==> src/rtl/mc_pkg.sv <==
// Shared constants, state/grant enums and window-offset helper for the
// motion-compensation memory scheduler.
package mc_pkg;

   localparam int ROWS     = 5;
   localparam int COLS     = 5;
   localparam int DEPTH    = ROWS * COLS;
   localparam int DW       = 8;
   localparam int AW       = 8;
   localparam int WIN_SIZE = 9;
   localparam int IDX_W    = 4;

   typedef enum logic [1:0] {
      IDLE,
      RUN,
      DRAIN
   } state_e;

   typedef enum logic {
      READ,
      WRITE
   } grant_e;

   typedef struct packed {
      logic signed [1:0] row;
      logic signed [1:0] col;
   } win_off_t;

   // Row-major 3x3 position -> (row, col) offset in {-1, 0, +1}.
   function automatic win_off_t win_offset(input logic [IDX_W-1:0] idx);
      win_off_t   off;
      logic [1:0] r;
      logic [1:0] c;
      r       = 2'(idx / 4'd3);
      c       = 2'(idx % 4'd3);
      off.row = r - 2'd1;
      off.col = c - 2'd1;
      return off;
   endfunction

endpackage

==> src/rtl/mc_win_addr_gen.sv <==
// Holds the centre and position of the active 3x3 window job, and produces
// the SRAM address of the current position plus the centre interior check.
module mc_win_addr_gen
   import mc_pkg::*;
(
   input  logic             clk,
   input  logic             rst_n,
   input  logic             load_i,
   input  logic [AW-1:0]    center_i,
   input  logic             advance_i,
   output logic [AW-1:0]    addr_o,
   output logic [IDX_W-1:0] idx_o,
   output logic             last_o,
   output logic             interior_o
);

   localparam logic [AW-1:0] COLS_A  = AW'(COLS);
   localparam logic [AW-1:0] ROW_MAX = AW'(ROWS - 2);
   localparam logic [AW-1:0] COL_MAX = AW'(COLS - 2);

   logic [AW-1:0]    center_q, center_d;
   logic [IDX_W-1:0] idx_q, idx_d;
   logic [AW-1:0]    cen_row, cen_col;
   win_off_t         off;
   logic signed [AW+1:0] row_term, col_term, sum;

   // A centre on the frame border would make the window wrap into a
   // neighbouring row or fall outside the buffer.
   always_comb begin
      cen_row    = center_i / COLS_A;
      cen_col    = center_i % COLS_A;
      interior_o = (cen_row != '0) && (cen_row <= ROW_MAX) &&
                   (cen_col != '0) && (cen_col <= COL_MAX);
   end

   always_comb begin
      off      = win_offset(idx_q);
      row_term = $signed({{AW{off.row[1]}}, off.row}) * $signed((AW+2)'(COLS));
      col_term = $signed({{AW{off.col[1]}}, off.col});
      sum      = $signed({2'b00, center_q}) + row_term + col_term;
      addr_o   = sum[AW-1:0];
   end

   assign idx_o  = idx_q;
   assign last_o = (idx_q == IDX_W'(WIN_SIZE - 1));

   always_comb begin
      // NOTE: every signal gets a default before any branch, so no path can leave it unassigned and infer a latch.
      center_d = center_q;
      idx_d    = idx_q;
      if (load_i) begin
         center_d = center_i;
         idx_d    = '0;
      end else if (advance_i) begin
         idx_d = idx_q + IDX_W'(1);
      end
   end

   always_ff @(posedge clk) begin
      // NOTE: registers use non-blocking assignments so every flop samples pre-edge values regardless of block order.
      if (!rst_n) begin
         center_q <= '0;
         idx_q    <= '0;
      end else begin
         center_q <= center_d;
         idx_q    <= idx_d;
      end
   end

endmodule

==> src/rtl/mc_mem_scheduler.sv <==
// Single-port pixel SRAM scheduler: arbitrates the circular frame writer
// against 3x3 window-read jobs and returns read data tagged with its index.
module mc_mem_scheduler
   import mc_pkg::*;
(
   input  logic             clk,
   input  logic             rst_n,
   input  logic             wr_valid,
   input  logic [DW-1:0]    wr_data,
   output logic             wr_ready,
   output logic [AW-1:0]    wr_ptr,
   input  logic             win_start,
   input  logic [AW-1:0]    win_center,
   output logic             win_busy,
   output logic             win_err,
   output logic             rd_valid,
   output logic [DW-1:0]    rd_data,
   output logic [IDX_W-1:0] rd_index,
   output logic             win_done,
   output logic             sram_csb,
   output logic             sram_web,
   output logic [AW-1:0]    sram_addr,
   output logic [DW-1:0]    sram_din,
   input  logic [DW-1:0]    sram_dout
);

   state_e           state_q, state_d;
   grant_e           last_grant_q, last_grant_d;
   logic             err_q, err_d;
   logic [AW-1:0]    wr_ptr_q, wr_ptr_d;
   logic             csb_q, csb_d;
   logic             web_q, web_d;
   logic [AW-1:0]    addr_q, addr_d;
   logic [DW-1:0]    din_q, din_d;

   // Read pipeline: stage 1 = access on the SRAM pins, stage 2 = data on sram_dout.
   logic             s1_valid_q, s1_valid_d, s2_valid_q;
   logic [IDX_W-1:0] s1_idx_q, s1_idx_d, s2_idx_q;
   logic             s1_last_q, s1_last_d, s2_last_q;

   logic             rd_req, wr_ok, wr_grant, rd_grant, job_done, gen_load;
   logic [AW-1:0]    gen_addr;
   logic [IDX_W-1:0] gen_idx;
   logic             gen_last, gen_interior;

   mc_win_addr_gen u_addr_gen (
      .clk        (clk),
      .rst_n      (rst_n),
      .load_i     (gen_load),
      .center_i   (win_center),
      .advance_i  (rd_grant),
      .addr_o     (gen_addr),
      .idx_o      (gen_idx),
      .last_o     (gen_last),
      .interior_o (gen_interior)
   );

   // The writer yields to a pending read only when it won the previous
   // contested cycle, giving strict alternation under contention.
   always_comb begin
      rd_req   = (state_q == RUN);
      wr_ok    = !rd_req || (last_grant_q == READ);
      wr_grant = wr_valid && wr_ok;
      rd_grant = rd_req && !wr_grant;
      job_done = s2_valid_q && s2_last_q;
   end

   always_comb begin
      state_d      = state_q;
      last_grant_d = last_grant_q;
      err_d        = 1'b0;
      gen_load     = 1'b0;

      unique case (state_q)
         IDLE: begin
            if (win_start) begin
               if (gen_interior) begin
                  state_d  = RUN;
                  gen_load = 1'b1;
               end else begin
                  err_d = 1'b1;
               end
            end
         end
         RUN:     if (rd_grant && gen_last) state_d = DRAIN;
         DRAIN:   if (job_done) state_d = IDLE;
         default: state_d = IDLE;
      endcase

      if (wr_valid && rd_req) last_grant_d = wr_grant ? WRITE : READ;
   end

   always_comb begin
      csb_d      = 1'b1;
      web_d      = 1'b1;
      addr_d     = addr_q;
      din_d      = din_q;
      wr_ptr_d   = wr_ptr_q;
      s1_valid_d = rd_grant;
      s1_idx_d   = rd_grant ? gen_idx : '0;
      s1_last_d  = rd_grant && gen_last;

      if (wr_grant) begin
         csb_d    = 1'b0;
         web_d    = 1'b0;
         addr_d   = wr_ptr_q;
         din_d    = wr_data;
         wr_ptr_d = (wr_ptr_q == AW'(DEPTH - 1)) ? '0 : wr_ptr_q + AW'(1);
      end else if (rd_grant) begin
         csb_d  = 1'b0;
         addr_d = gen_addr;
      end
   end

   always_ff @(posedge clk) begin
      if (!rst_n) begin
         state_q      <= IDLE;
         last_grant_q <= READ;
         err_q        <= 1'b0;
         wr_ptr_q     <= '0;
         csb_q        <= 1'b1;
         web_q        <= 1'b1;
         addr_q       <= '0;
         din_q        <= '0;
         s1_valid_q   <= 1'b0;
         s1_idx_q     <= '0;
         s1_last_q    <= 1'b0;
         s2_valid_q   <= 1'b0;
         s2_idx_q     <= '0;
         s2_last_q    <= 1'b0;
      end else begin
         state_q      <= state_d;
         last_grant_q <= last_grant_d;
         err_q        <= err_d;
         wr_ptr_q     <= wr_ptr_d;
         csb_q        <= csb_d;
         web_q        <= web_d;
         addr_q       <= addr_d;
         din_q        <= din_d;
         s1_valid_q   <= s1_valid_d;
         s1_idx_q     <= s1_idx_d;
         s1_last_q    <= s1_last_d;
         s2_valid_q   <= s1_valid_q;
         s2_idx_q     <= s1_idx_q;
         s2_last_q    <= s1_last_q;
      end
   end

   assign wr_ready  = wr_ok;
   assign wr_ptr    = wr_ptr_q;
   assign win_busy  = (state_q != IDLE);
   assign win_err   = err_q;
   assign rd_valid  = s2_valid_q;
   assign rd_index  = s2_idx_q;
   assign rd_data   = s2_valid_q ? sram_dout : '0;
   assign win_done  = job_done;
   assign sram_csb  = csb_q;
   assign sram_web  = web_q;
   assign sram_addr = addr_q;
   assign sram_din  = din_q;

endmodule

==> config.mk <==
export PLATFORM = sky130hd
export DESIGN_NAME = mc_mem_scheduler
export DESIGN_NICKNAME = d
export VERILOG_FILES = /design/src/rtl/mc_pkg.sv /design/src/rtl/mc_win_addr_gen.sv /design/src/rtl/mc_mem_scheduler.sv
export SDC_FILE = /design/constraint.sdc
export NUM_CORES = 1
export LEC_CHECK = 0
export ABC_AREA = 1
export BUFFER_PORTS_ARGS = -buffer_cell sky130_fd_sc_hd__buf_2
export CAP_MARGIN = 10
export CORE_MARGIN = 5
export CORE_UTILIZATION = 50
export CTS_BUF_LIST = sky130_fd_sc_hd__clkbuf_4
export CTS_CLUSTER_SIZE = 28
export DETAILED_ROUTE_END_ITERATION = 10
export PLACE_DENSITY = 0.77
export SETUP_SLACK_MARGIN = 0.05
export SYNTH_ARGS = -nofsm -noshare
export SYNTH_HDL_FRONTEND = slang
export SYNTH_SLANG_ARGS = --single-unit
==> constraint.sdc <==
create_clock -name clk -period 4.6 [get_ports clk]
set_clock_uncertainty 0.15 [all_clocks]
set_input_delay 0.69 -clock clk [delete_from_list [all_inputs] [get_ports clk]]
set_output_delay 0.69 -clock clk [all_outputs]
set_load 0.005 [all_outputs]
# Word level (Yosys, flattened, before mapping)
# Cells that the tools add are included.
dict set report op_classes {
  n_addsub 6
  multipliers 1
  n_div 4
  order_cmp 2
  eq_ne 8
  shifts 0
  muxes 17
  n_bitwise 2
  n_reduce_logical 20
}
# operator n
set ops {}
lappend ops {{8-bit 2-to-1 mux} 4}
lappend ops {{8-bit by 2-bit <= comparator with 1-bit output (second input constant)} 2}
lappend ops {{8-bit nonzero test} 2}
lappend ops {{8-bit by 1-bit adder with 8-bit output (second input constant)} 1}
lappend ops {{8-bit by 2-bit adder with 8-bit output} 1}
lappend ops {{8-bit adder} 1}
lappend ops {{8-bit by 3-bit divider with 8-bit output (second input constant)} 1}
lappend ops {{8-bit by 5-bit equality test with 1-bit output (second input constant)} 1}
lappend ops {{1-bit logical AND} 8}
lappend ops {{8-bit by 3-bit modulo with 8-bit output (second input constant)} 1}
lappend ops {{1-bit 2-to-1 mux} 8}
lappend ops {{2-bit 2-to-1 mux} 4}
lappend ops {{2-bit != test (second input constant)} 4}
lappend ops {{2-bit by 4-bit multiplier with 6-bit output (second input constant)} 1}
lappend ops {{2-bit case mux with 3 select lines} 1}
lappend ops {{4-bit by 1-bit adder with 4-bit output (second input constant)} 1}
lappend ops {{4-bit by 2-bit divider with 4-bit output (second input constant)} 1}
lappend ops {{4-bit equality test (second input constant)} 1}
lappend ops {{4-bit by 2-bit modulo with 4-bit output (second input constant)} 1}
lappend ops {{4-bit AND reduction} 1}
lappend ops {{2-bit nonzero test} 2}
lappend ops {{2-bit by 1-bit subtractor with 2-bit output (second input constant)} 2}
lappend ops {{3-bit AND reduction} 1}
lappend ops {{2-bit by 1-bit equality test with 1-bit output (second input constant)} 1}
lappend ops {{other kinds (7)} 9}
dict set report word_totals {
  register_bits 54
  latch_bits 0
  ram_bits 0
  romBits 0
  input_bits 28
  out_inout_bits 43
  word_cells 76
  memories 0
}

# Longest topological paths before layout
# Gate-level depths: netlist of run 1.
dict set report logic_depth {
  depth_word 9
  ltp_mapped 36
  mapped_depth_nobuf 35
}

# Modules after synthesis
# From an unflattened synthesis of run 1, not the netlist that was laid out.
dict set report hier_totals {
  cells_unflattened 548
  area_unflattened_um2 3738.6
}
# mod n_inst cells_each area_per_inst_um2 seq_area_each_um2
set by_module_without_submodules {}
lappend by_module_without_submodules {mc_win_addr_gen 1 303 1989.4 240.2}
lappend by_module_without_submodules {mc_mem_scheduler 1 245 1749.2 840.8}

# Worst setup path after synthesis of run 1
# Ideal clock, no wire load.
dict set report synth_timing {
  path_type {reg-to-reg}
  start {register u_addr_gen.idx_q[0], in the netlist u_addr_gen.idx_o[0]}
  end {register addr_q[7], in the netlist sram_addr[7]}
  setup_ns 0.121
  arrival_ns 4.047
  setup_slack_ns 0.281
  path_stages_with_launch 23
  path_buffers 0
  synth_period_minus_slack_ns 4.319
  cell_sequence {dfxtp_1 inv_1 ha_1 inv_1 o21ai_0 xor2_1 ha_1 a21oi_1 nor2_1 a21oi_1 xor2_1 inv_1 fa_1 ha_1 inv_1 fa_1 o21ai_0 nand2_1 nand2_1 a21oi_1 xor2_1 nand2_1 a31oi_1}
}
dict set report synth_between {
  elab_chain_cells 7
}
# item line
set synth_lines {}
lappend synth_lines {{start: declaration} mc_win_addr_gen.sv:22} ;# logic [IDX_W-1:0] idx_q, idx_d;
lappend synth_lines {{start signal: assignment} mc_win_addr_gen.sv:66} ;# idx_q <= idx_d;
lappend synth_lines {{4-bit by 2-bit divider with 4-bit output} mc_pkg.sv:34} ;# r = 2'(idx / 4'd3);
lappend synth_lines {{2-bit by 1-bit subtractor with 2-bit output} mc_pkg.sv:36} ;# off.row = r - 2'd1;
lappend synth_lines {{2-bit by 4-bit multiplier with 6-bit output} mc_win_addr_gen.sv:38} ;# row_term = $signed({{AW{off.row[1]}}, off.row}) * $signed((AW+2)'(COLS));
lappend synth_lines {{8-bit adder} mc_win_addr_gen.sv:40} ;# sum = $signed({2'b00, center_q}) + row_term + col_term;
lappend synth_lines {{8-bit by 2-bit adder with 8-bit output *} mc_win_addr_gen.sv:40}
lappend synth_lines {{8-bit 2-to-1 mux *} mc_mem_scheduler.sv:109} ;# end else if (rd_grant) begin
lappend synth_lines {{8-bit 2-to-1 mux *} mc_mem_scheduler.sv:103} ;# if (wr_grant) begin
lappend synth_lines {{end signal: assignment} mc_mem_scheduler.sv:138} ;# addr_q <= addr_d;
lappend synth_lines {{end: declaration} mc_mem_scheduler.sv:33} ;# logic [AW-1:0] addr_q, addr_d;
# Every way passes the cells marked *; elsewhere a longest branch is shown, timed or not. The select of a mux whose other input is x is not followed.
# A chain may end at the register's enable or synchronous reset.

# Final worst setup path of run 1
dict set report layout_timing {
  start {register u_addr_gen.idx_q[2], in the netlist u_addr_gen.idx_o[2]}
  end {register addr_q[7], in the netlist sram_addr[7]}
}
# The elaborated chain is that of the path after synthesis.

==> flow_summary.toml, run 1 <==
[status]
status = "finished clean"

[finish]
layout-drive-gt1-share_pct = 22.64
final_area_um2 = 3736
final_common_cell = "nand2_1"
fill_cells = 593
antenna_cells = 0
nets = 584
layout_common_cells = "91 x nand2_1, 74 x inv_1, 70 x buf_2"
syn_to_final_growth_pct = 16.87

[yosys]
syn_inst = 454
avgSynthCellArea_um2 = 7.041
yosys.area.top_type = "dfxtp_1"
synth_top_area_share_pct = 33.82
synth.area.top_cells = "dfxtp_1 34%, nand2_1 11%, inv_1 8.8%"
syn-num-nets = 508
synth-seq-cells = 54
synth_area_um2 = 3197
yosysWarnings = 0
seq_area_frac_synth_pct = 33.82
synth_cell_types = 35

[routing]
wl_per_cell_um = 11.27
drc_errors = 0
dr.first_iter.drc_count = 142
vias = 2965
dr.pass1.iters = 4
final_antenna_net_count = 0
vias_per_cell = 4.885
wl_um = 6839

[power_and_ir_drop]
p_per_area_nw_per_um2 = 250.2
p_leak_nw = 2.034
pwr-share-clk_pct = 21.7
ir_drop_mv = 0.1871
p_sw_share_pct = 33.07
p_comb_share_pct = 26.4
power.switching_w = 0.0003091
power_frac_seq_pct = 51.9
p_int_w = 0.0006255

[setup_path]
worst-setup-path-type = "reg2reg"
cp-end-kind = "register"
reg2reg_from = "u_addr_gen.idx_o[2]$_SDFFE_PP0P_"
start_kind = "register"
crit_path_max_fanout = 4
cp.required_ns = 4.75
arrival_ns = 4.32
crit_start = "u_addr_gen.idx_o[2]$_SDFFE_PP0P_"

[timing]
fmax_ghz = 0.2402
final.period_utilization_pct = 90.50
slew_headroom_pct = 62.02
drv_slew = 0
fin_crit_ns = 4.163
finalSetupTns_ns = 0
grt_setup_unrepaired = "no"
hold_viol = 0
setup_viol = 0
tightest_slew_ns = 0.5697

[global_route]
antenna_found_initial = 0
grt_pass1_vias = 2882
grt_util_all_layers_pct = 17.17
grt_pass1_wl_um = 12150
grt_max_degree = 34
grt-ovfl-total = 0

[floorplanning]
rows = 29
die_h_um = 89.96
num_io_pins = 71
coreArea_um2 = 6277
initial_core_util_pct = 50.93
dieArea_um2 = 8093
die_w_um = 89.96

[cts]
cts_tree = "done"
clock_sinks = 54
cts_max_path_buffers = 2
htreeDepth = 2
clk_pin_slew_ns = 0.15
cts-buffers-inserted = 5
cts_root_buf = "clkbuf_4"
clk_latency_ns = 0.37

[run]
drv_cap = 0

[min_path]
hp-class = "reg2reg"
hp-start = "s1_valid_q$_SDFF_PN0_"

[place]
place_hpwl_um = 5434
dpl-instance-area_um2 = 3646
port_buffers = 70
routabilityCongestion = 0.8172
==> critical path: stages (launching register included) <==
cell and delay, ns:
dfxtp_2 0.38, inv_1 0.06, nor2_1 0.12, ha_1 0.16
inv_1 0.04, ha_1 0.18, o21ai_0 0.13, xor2_1 0.23
ha_1 0.18, a21oi_1 0.05, buf_4 0.15, a21oi_2 0.12
xor2_1 0.22, inv_2 0.09, fa_1 0.53, ha_1 0.15
inv_1 0.06, fa_1 0.39, o21ai_1 0.18, nand2_1 0.09
nand2_1 0.06, a21oi_1 0.06, xor2_1 0.13, nand2_1 0.06
a31oi_1 0.11
==> state kept, by name (all words and copies together) (netlist names) <==
register,flops
sram_addr,8
sram_din,8
u_addr_gen.center_q,8
wr_ptr,8
rd_index,4
s1_idx_q,4
u_addr_gen.idx_o,4
state_q,2
last_grant_q,1
rd_valid,1
s1_last_q,1
s1_valid_q,1
s2_last_q,1
sram_csb,1
sram_web,1
win_err,1
==> worst paths after layout <==
path                                                  end  slack, ns  depth (start not counted)
worst max-delay path            sram_addr[7]$_SDFFE_PN0N_       0.44                         24
worst min-delay path                  rd_valid$_SDFF_PN0_       0.27                          2
worst max register to register  sram_addr[7]$_SDFFE_PN0N_       0.44                         24
worst min register to register        rd_valid$_SDFF_PN0_       0.27                          2
==> logic make-up (layout without fill, tap and decap cells) <==
logic type,Yosys count,after routing,synth area share (%)
buffers and inverters,92,168,11.08
adder cells (fa/ha/maj),26,26,11.82
AND/OR/NAND/NOR,218,218,30.96
flip-flops,54,54,33.82
AO/OA/AOI/OAI,52,52,9.041
XOR/XNOR,12,12,3.288
==> per-layer routing <==
layer / global-route usage (%) / vias up / wire length (um)
met3: 4.341 / 8 / 329
met5: 0 / - / 0
met4: 3.598 / 0 / 65
met2: 30.73 / 50 / 3363
li1: - / 1580 / -
met1: 20.69 / 1327 / 3079
==> synthesized netlist by cell type, drive strengths merged <==
| cell | n |
|---|---|
| a21oi | 18 |
| xor2 | 11 |
| a31oi | 2 |
| o221ai | 3 |
| fa | 7 |
| o211ai | 1 |
| clkbuf | 7 |
| xnor2 | 1 |
| nand2 | 106 |
| o21a | 1 |
| buf | 2 |
| or2 | 1 |
| o21ai | 24 |
| ha | 19 |
| a211oi | 1 |
| nor4 | 3 |
| a221oi | 2 |
| dfxtp | 54 |
| nand3 | 34 |
| clkinv | 2 |
| nor2 | 64 |
| nor3b | 1 |
| and2 | 1 |
| nor3 | 2 |
| nand4 | 6 |
| inv | 81 |
==> area by class of cell <==
class | count | area [um2] | share of cell area [%]
multi-input combinational | 308 | 1783 | 47.72
sequential | 54 | 1082 | 28.97
timing repair buffer | 78 | 410.4 | 10.98
inverter | 83 | 311.5 | 8.339
tap | 77 | 96.34 | 2.579
clock buffer | 5 | 37.54 | 1.005
clock inverter | 2 | 15.01 | 0.4019
==> power by group through the flow <==
| stage | sequential [W] | clock (W) | combinational [W] |
|---|---|---|---|
| after CTS | 0.000485 | 0.000208 | 0.000247 |
| final | 0.000485 | 0.000202 | 0.000247 |
| after global placement | 0.000495 | 0 | 0.000238 |
| after floorplan | 0.000496 | 0 | 0.000187 |
| after detailed placement | 0.000495 | 0 | 0.000246 |
| after global routing | 0.000487 | 0.000231 | 0.000283 |
==> through the flow <==
step           power (W)  std cells  worst slack, ns  utilization, %  hold slack [ns]
6_report       0.0009346        607           0.4369           59.52           0.2667
5_1_grt         0.001000        607          0.02612           59.52           0.2885
4_1_cts        0.0009397        605           0.2601           58.92           0.2697
3_5_place_dp   0.0007410        598          0.09661           58.08           0.2496
3_3_place_gp   0.0007322        598           0.1628           58.08           0.2483
2_1_floorplan  0.0006832        454           0.2814               -           0.2405
==> what timing repair did <==
action                                 in CTS  in global routing
setup buffers                               0                  2
setup endpoints to repair                   0                  3
endpoints found under the hold margin       0                  0
hold buffers                                0                  0
resized for setup                           0                  6
Power figures use the tool's default switching activity.
==> run 2: changes to the inputs <==
Settings changed: CTS_CLUSTER_SIZE 28 to unset, PLACE_DENSITY 0.77 to 0.73, SYNTH_HIERARCHICAL set to 1.
Clock period 4.6 ns to 5.3 ns, I/O delays scaled along.
==> run 2 against run 1 <==
  * Fmax decreased by 13%
  * Synthesized area rose by 17%
  * Critical path depth rose by 3
  * First-iteration DRC count decreased by 7.7%
  * Design area rose by 16%
  * Sequential share of layout area decreased by 3.9 points
  * Final cell count up 19%
==> flow_summary.toml, run 2 <==
[yosys]
syn-num-nets = 607
synthArstFlopShare_pct = 0
synth-seq-cells = 54
yosys_most_used_dff = "dfxtp_1"
synth_area_um2 = 3739
yosys.area.top_type = "dfxtp_1"
synthTopCellsByCount = "113 x nand2_1, 87 x inv_1, 69 x nor2_1"
synth_edf_count = 0
seq_area_frac_synth_pct = 28.92
synth.most_common_cell = "nand2_1"
synth_top_area_share_pct = 28.92
avgSynthCellArea_um2 = 6.822
synth.area.top_cells = "dfxtp_1 29%, nand2_1 11%, inv_1 8.7%"
syn_inst = 548
yosysWarnings = 6
synth_cell_types = 35

[finish]
final_common_cell = "nand2_1"
antenna_cells = 0
layout_common_cells = "112 x nand2_1, 86 x inv_1, 70 x buf_2"
nets = 684
syn_to_final_growth_pct = 15.43
final_area_um2 = 4315
layout-drive-gt1-share_pct = 23.48

[setup_path]
cp_common_cell = "nor2_1"
crit_slowest_cell = "fa_1"
cp_num_buf_inv = 6
rrSetupSlack_ns = 0.50
cp.required_ns = 5.46
start_kind = "register"
critPathTopFamily = "adder cells"
arrival_ns = 4.96
cp-end-kind = "register"
critPathMaxStageDelay_ns = 0.49
worst-setup-path-type = "reg2reg"
crit_path_max_fanout = 5

[timing]
fmax_ghz = 0.2083
slew_headroom_pct = 59.11
fin_crit_ns = 4.801
final.period_utilization_pct = 90.58
drv_slew = 0
hold_viol = 0
setup_slack_ns = 0.4993
finalSetupTns_ns = 0
tightest_slew_ns = 0.6134
setup_viol = 0
holdWs_ns = 0.2768
grt_setup_unrepaired = "yes"

[power_and_ir_drop]
p_sw_share_pct = 38.01
p_int_w = 0.0005945
p_leak_nw = 2.330
p_per_area_nw_per_um2 = 222.3
pwr-share-clk_pct = 20.4
power_frac_seq_pct = 43.9
power.switching_w = 0.0003646
ir_drop_mv = 0.1119
p_comb_share_pct = 35.7

[floorplanning]
initial_core_util_pct = 51.54
dieArea_um2 = 9306
coreArea_um2 = 7253
die_h_um = 96.47
die_w_um = 96.47
num_io_pins = 71
rows = 31

[routing]
vias_per_cell = 4.881
dr.first_iter.drc_count = 131
drc_errors = 0
wl_per_cell_um = 11.13
vias = 3539
wl_um = 8072
final_antenna_net_count = 0
dr.pass1.iters = 4

[status]
status = "finished clean"

[run]
drv_cap = 0

[cts]
postCtsHoldBufs = 0
cts_root_buf = "clkbuf_4"
clk_latency_ns = 0.37
clock_sinks = 54
cts-buffers-inserted = 5
clk_pin_slew_ns = 0.16
htreeDepth = 2
cts_max_path_buffers = 2
cts_tree = "done"

[global_route]
antenna_found_initial = 0
grt_pass1_vias = 3250
grt_util_all_layers_pct = 17.58
grt_pass1_wl_um = 13540
grt-ovfl-total = 0
grt_max_degree = 35

[place]
dpl-instance-area_um2 = 4190
dp_slack_ns = -0.07433
port_buffers = 70
routabilityCongestion = 0.8499
place_hpwl_um = 6469

[min_path]
hp-class = "reg2reg"
==> run 2: changes by cell type in the layout (fill, tap and decap cells not counted), moves of 6 or more <==
cell | previous run | this run
inv_2 | 7 | 14
a21oi_1 | 17 | 25
o21ai_1 | 2 | 8
ha_1 | 18 | 26
inv_1 | 74 | 86
nand2_1 | 91 | 112
nand3_1 | 29 | 35
==> run 2: what timing repair did <==
item,in CTS,in global routing
endpoints found under the setup margin,0,14
setup buffers,0,3
gates resized for setup,0,8
==> run 2: logic make-up (layout without fill, tap and decap cells) <==
kind of cell               after synthesis  count (layout)  share of synthesized area [%]
xor gates and xnor gates                18              18                          4.217
buffers and inverters                  111             189                          11.85
adders and majority gates               31              31                          11.38
AOI/OAI and AO/OA                       62              62                          8.903
DFF                                     54              54                          28.92
and+or+nand+nor                        272             272                          34.74
==> run 2: final cells by class <==
| cell class | instances | area (um2) |
|---|---|---|
| Fill cell | 712 | 2938 |
| Clock inverter | 3 | 28.78 |
| Inverter | 102 | 386.6 |
| Clock buffer | 5 | 37.54 |
| Timing Repair Buffer | 78 | 410.4 |
| Tap cell | 99 | 123.9 |
| Sequential cell | 54 | 1081 |
| Timing Repair inverter | 1 | 7.507 |
| Multi-Input combinational cell | 383 | 2240 |
==> run 2: metrics by stage <==
step / total power (W) / cells / util (%)
finish: 0.0009592 / 725 / 59.50
global route: 0.001028 / 725 / 59.50
CTS: 0.0009578 / 721 / 58.69
detailed placement: 0.0007640 / 713 / 57.77
global placement: 0.0007535 / 713 / 57.77
floorplan: 0.0006950 / 548 / -
==> run 2: worst reg2reg max path, stage by stage (launching register included) <==
cell,delay (ns)
dfxtp_1,0.45
inv_1,0.10
nor2_1,0.19
ha_1,0.19
inv_1,0.04
ha_1,0.17
nand2_1,0.10
xor2_1,0.21
ha_1,0.18
a21oi_1,0.05
o21ai_0,0.14
inv_1,0.15
o21ai_0,0.33
xor2_2,0.17
buf_4,0.17
fa_1,0.49
inv_1,0.04
ha_1,0.34
a21oi_1,0.15
o21ai_0,0.15
a21oi_1,0.16
nor2_1,0.05
nor2_1,0.11
xor2_1,0.18
inv_1,0.07
nor2_1,0.10
nor2_1,0.06
nor2_1,0.08
==> run 2: final timing paths <==
kind	start	endpoint	cells after the start
min	s1_idx_q[2]$_SDFF_PN0_	rd_index[2]$_SDFF_PN0_	2
min reg2reg	s1_idx_q[2]$_SDFF_PN0_	rd_index[2]$_SDFF_PN0_	2
max	u_addr_gen/idx_o[2]$_SDFFE_PP0P_	sram_addr[6]$_SDFFE_PN0N_	27
max reg2reg	u_addr_gen/idx_o[2]$_SDFFE_PP0P_	sram_addr[6]$_SDFFE_PN0N_	27
==> run 2: power by group through the flow <==
stage          registers [W]  logic [W]  clock network, W
2_1_floorplan       0.000430   0.000265                 0
3_3_place_gp        0.000429   0.000324                 0
3_5_place_dp        0.000430   0.000334                 0
4_1_cts             0.000421   0.000335          0.000202
5_1_grt             0.000422   0.000385          0.000221
6_report            0.000421   0.000342          0.000196
==> run 2: layer usage <==
| layer | wire, um | global-route usage, % |
|---|---|---|
| met4 | 24 | 3.037 |
| met3 | 516 | 2.789 |
| met2 | 3841 | 32.76 |
| met1 | 3690 | 21.45 |
| met5 | 0 | 0 |
